**config.mk**
```make
export PLATFORM = sky130hd
export DESIGN_NAME = port_in_fifo
export DESIGN_NICKNAME = d
export VERILOG_FILES = /design/src/rtl/port_in_fifo.sv
export SDC_FILE = /design/constraint.sdc
export NUM_CORES = 1
export LEC_CHECK = 0
export ABC_AREA = 1
export CAP_MARGIN = 20
export CORE_AREA = 8 8 82 84
export CTS_CLUSTER_SIZE = 14
export DETAILED_ROUTE_END_ITERATION = 16
export DIE_AREA = 0 0 90 92
export GPL_TIMING_DRIVEN = 1
export PLACE_DENSITY = 0.62
export SYNTH_ARGS = -nofsm -noshare
export SYNTH_HDL_FRONTEND = slang
export SYNTH_SLANG_ARGS = --single-unit
```
**constraint.sdc**
```tcl
create_clock -name clk -period 2 [get_ports clk]
set_input_delay 0.3 -clock clk [delete_from_list [all_inputs] [get_ports clk]]
set_output_delay 0.3 -clock clk [all_outputs]
set_load 0.005 [all_outputs]
```
**src/rtl/port_in_fifo.sv**
```systemverilog
// Input-port FIFO: buffers producer bytes behind a valid/ready handshake and
// shows the head word to the datapath until the control unit pops it.
module port_in_fifo #(
    parameter int data_size = 8,
    parameter int depth     = 4,
    parameter int ptr_size  = 2
) (
    input  logic                 clk,
    input  logic                 rst,
    input  logic                 in_valid,
    input  logic [data_size-1:0] in_data,
    output logic                 in_ready,
    input  logic                 rd_en,
    output logic [data_size-1:0] port_data,
    output logic                 port_avail,
    output logic [ptr_size:0]    count,
    output logic                 underflow,
    input  logic                 clr_err
);

    localparam logic [ptr_size-1:0] PtrOne   = 1;
    localparam logic [ptr_size:0]   CntOne   = 1;
    localparam logic [ptr_size:0]   CntDepth = (ptr_size+1)'(depth);

    logic [data_size-1:0] mem_q [depth];
    logic [ptr_size-1:0]  wp_q, wp_d;
    logic [ptr_size-1:0]  rp_q, rp_d;
    logic [ptr_size:0]    count_q, count_d;
    logic                 underflow_q, underflow_d;
    logic                 push, pop;

    // Full is judged from the registered count only, so a pop never frees a slot
    // for a push in the same cycle.
    assign in_ready   = (count_q != CntDepth);
    assign port_avail = (count_q != '0);
    assign port_data  = port_avail ? mem_q[rp_q] : '0;
    assign count      = count_q;
    assign underflow  = underflow_q;

    assign push = in_valid && in_ready;
    assign pop  = rd_en && port_avail;

    always_comb begin
        wp_d        = wp_q;
        rp_d        = rp_q;
        count_d     = count_q;
        underflow_d = underflow_q;
        if (push) begin
            wp_d = wp_q + PtrOne;
        end
        if (pop) begin
            rp_d = rp_q + PtrOne;
        end
        if (push && !pop) begin
            count_d = count_q + CntOne;
        end else if (pop && !push) begin
            count_d = count_q - CntOne;
        end
        // A fresh underflow beats a simultaneous clear.
        if (rd_en && !port_avail) begin
            underflow_d = 1'b1;
        end else if (clr_err) begin
            underflow_d = 1'b0;
        end
    end

    always_ff @(posedge clk) begin
        if (rst) begin
            wp_q        <= '0;
            rp_q        <= '0;
            count_q     <= '0;
            underflow_q <= 1'b0;
        end else begin
            wp_q        <= wp_d;
            rp_q        <= rp_d;
            count_q     <= count_d;
            underflow_q <= underflow_d;
        end
    end

    // Storage is deliberately not reset; the pointers and count decide what is visible.
    always_ff @(posedge clk) begin
        if (push && !rst) begin
            mem_q[wp_q] <= in_data;
        end
    end

endmodule
```
==> flow_metrics.py <==
metrics = {
    "synthesis": {
        "yosysUniqueCellTypes": 23,
        "ys_async_sr_fraction_pct": 0,
        "yosys.area.top_type": "edfxtp_1",
        "yosys-top-cells-count": "nor2_1, edfxtp_1, nand2_1, inv_1, nor2_2",
        "synthCells": 168,
        "synth_area_per_cell_um2": 11.03,
        "yosysWarnings": 0,
        "synth-seq-cells": 42,
        "synth_edf_count": 32,
        "syn_nets": 187,
        "synth_area_um2": 1853,
        "yosys_most_used_dff": "edfxtp_1",
        "synth.area.top_cells": "edfxtp_1, dfxtp_1, nor2_1",
        "yosysTopAreaCellShare_pct": 51.86,
        "yosysMostFrequentCell": "nor2_1",
        "yosysSeqAreaShare_pct": 62.66,
    },
    "worst_setup_path": {
        "path_max_fanout": 5,
        "crit_top_cell": "nand2_1",
        "endpoint_kind": "flop",
        "setup.worst_path.start_class": "flop",
        "cpLargestDelayFamily": "simple AND/OR/NAND/NOR gates",
        "crit_type": "reg2reg",
        "slowest_delay_ns": 0.38,
        "required_ns": 2.18,
        "slowest_stage": "fa_1",
        "cp_num_buf_inv": 2,
        "crit_path_cell_trace": "nor2_4 -> nand2_4 -> nand2_4 -> ha_1 -> inv_1 -> fa_1 -> inv_1 -> nand2_1 -> nand3_1 -> nand2_1 -> nand2_1 -> nor2_1",
        "cp.arrival_ns": 1.98,
    },
    "status": {
        "status": "finished clean",
    },
    "detailed_routing": {
        "routed_wirelength_mm": 3.620,
        "wl_per_cell_um": 12.79,
        "ant_nets": 0,
        "num_vias": 1257,
        "drt_iter0_drc": 88,
        "vias_per_cell": 4.442,
        "first_pass_iters": 4,
        "drc": 0,
    },
    "placement": {
        "numPortBuffers": 26,
        "dp_hpwl_mm": 2.518,
        "gp_congestion": 0.7546,
    },
    "cts": {
        "cts-buffers-inserted": 5,
        "clk_latency_ns": 0.28,
        "cts_root_buf": "clkbuf_8",
        "htree_num_levels": 2,
        "clk_pin_slew_ns": 0.07,
        "cts.sinks": 42,
        "clockBufferDepth": 2,
        "cts_hold_repair.buffers": 0,
        "tritoncts": "done",
    },
    "cells_and_area": {
        "regArea_um2": 1166,
        "multi_input_area_um2": 575.6,
        "diodes": 0,
        "nNetsFinal": 229,
        "fillers": 538,
        "layout-drive-gt1-share_pct": 21.33,
        "syn_to_final_growth_pct": 27.68,
    },
    "timing": {
        "max_freq_ghz": 0.5569,
        "final_hold_viol_count": 0,
        "tns_ns": 0,
        "tightest_slew_ns": 0.1722,
        "post-route-period-util_pct": 89.78,
        "timing.slew.headroom_pct": 88.48,
        "rsz0062_at_grt": "false",
        "holdWs_ns": 0.4754,
        "fin_worst_skew_ns": 0.001944,
        "maxSlewViolCount": 0,
        "setup_viol": 0,
        "fin_crit_ns": 1.796,
    },
    "floorplanning": {
        "coreArea_um2": 5405,
        "num_io_pins": 27,
        "die_x_um": 90,
        "die_y_um": 92,
        "rows": 27,
        "start_util_pct": 34.28,
        "dieArea_um2": 8280,
    },
    "grt": {
        "antenna_found_initial": 0,
        "grt_max_degree": 18,
        "grt_pass1_vias": 1287,
        "grt_pass1_wl_mm": 5.878,
        "grt_util_all_layers_pct": 9.066,
        "overflow": 0,
    },
    "min_path": {
        "hold_path.class": "reg2reg",
    },
    "pwr": {
        "power_density_nw_per_um2": 1189,
        "p_leak_nw": 0.9415,
        "ir_worst_vdd_v": 0.0008270,
    },
    "flow_run": {
        "max-cap-violations": 0,
    },
}
registers in the layout (all words and copies together), names as in the netlist, named ones only:
signal,cells
underflow,1
rp_q,2
count,3
wp_q,2
mem_q,32
path summary, 6_finish.rpt:
check	depth (start not counted)	start	end	slack, ns
min reg2reg	2	underflow	underflow	0.48
max	12	count[1]	count[2]	0.20
min	2	underflow	underflow	0.48
max reg2reg	12	count[1]	count[2]	0.20
cell type report:
type	count	area share, %
Sequential cell	42	49.29
Multi-Input combinational cell	105	24.33
Timing Repair Buffer	39	15.71
Tap cell	72	3.808
Clock buffer	7	3.649
Inverter	17	3.014
Clock inverter	1	0.2115
worst min-delay path: cells and delay by family, from the launching register on:
family	cells	cell delay [ns]
flip-flops	1	0.31
AND/OR/NAND/NOR	1	0.07
AO/OA/AOI/OAI	1	0.05
layout by cell type, fill, tap and decap left out:
| cell type | count |
|---|---|
| dlygate4sd2_1 | 5 |
| dlymetal6s2s_1 | 3 |
| nor2_1 | 33 |
| dfxtp_2 | 4 |
| dfxtp_1 | 6 |
| ha_1 | 5 |
| fa_1 | 1 |
| inv_1 | 13 |
| a21oi_2 | 1 |
| nand2_1 | 15 |
| o21ai_1 | 10 |
| buf_12 | 1 |
| a21boi_4 | 1 |
| clkbuf_1 | 1 |
| xor2_1 | 1 |
| o21ai_0 | 7 |
| clkbuf_8 | 6 |
| nand3_1 | 4 |
| clkinv_2 | 1 |
| inv_6 | 1 |
| buf_4 | 12 |
| nand3b_1 | 1 |
| a21oi_1 | 11 |
| inv_4 | 1 |
| nand2_4 | 2 |
| inv_2 | 2 |
| nor2_4 | 1 |
| edfxtp_1 | 32 |
| clkdlybuf4s50_1 | 18 |
| nor2_2 | 12 |
where the power goes:
part	switching [W]	internal, W
combinational	0.000599	0.000539
sequential	0.0000915	0.00105
clock	0.000256	0.000278
total	0.000947	0.00187
stage by stage:
step	power (W)	setup slack [ns]	instances	util, %	area [µm²]
global route	0.003033	0.07330	283	43.77	2366
global placement	0.002326	0.02305	272	41.46	2241
finish	0.002814	0.2044	283	43.77	2366
CTS	0.002856	0.007649	280	43.22	2336
detailed placement	0.002341	-0.03104	272	41.46	2241
floorplan	0.001806	0.3273	168	-	1853
metal layers:
metal	GRT usage [%]	wire (µm)	share of wire [%]	vias to the layer above
met5	0	0	0	-
met4	3.745	58	1.6	0
met3	3.912	214	5.9	6
met2	15.89	1751	48	25
met1	9.343	1595	44	584
li1	-	-	-	642
timing repair:
item	in CTS	in global routing
setup buffers	0	3
gates cloned	0	0
endpoints found under the setup margin	8	3
resized for setup	11	3
logic make-up after synthesis:
family	synth area share (%)
XOR/XNOR	0.4727
AND/OR/NAND/NOR	17.08
AO/OA/AOI/OAI	9.048
adder cells (fa/ha/maj)	4.456
buffers and inverters	6.280
flip-flops	62.66
Note: power is estimated with default switching activity, not from simulation.
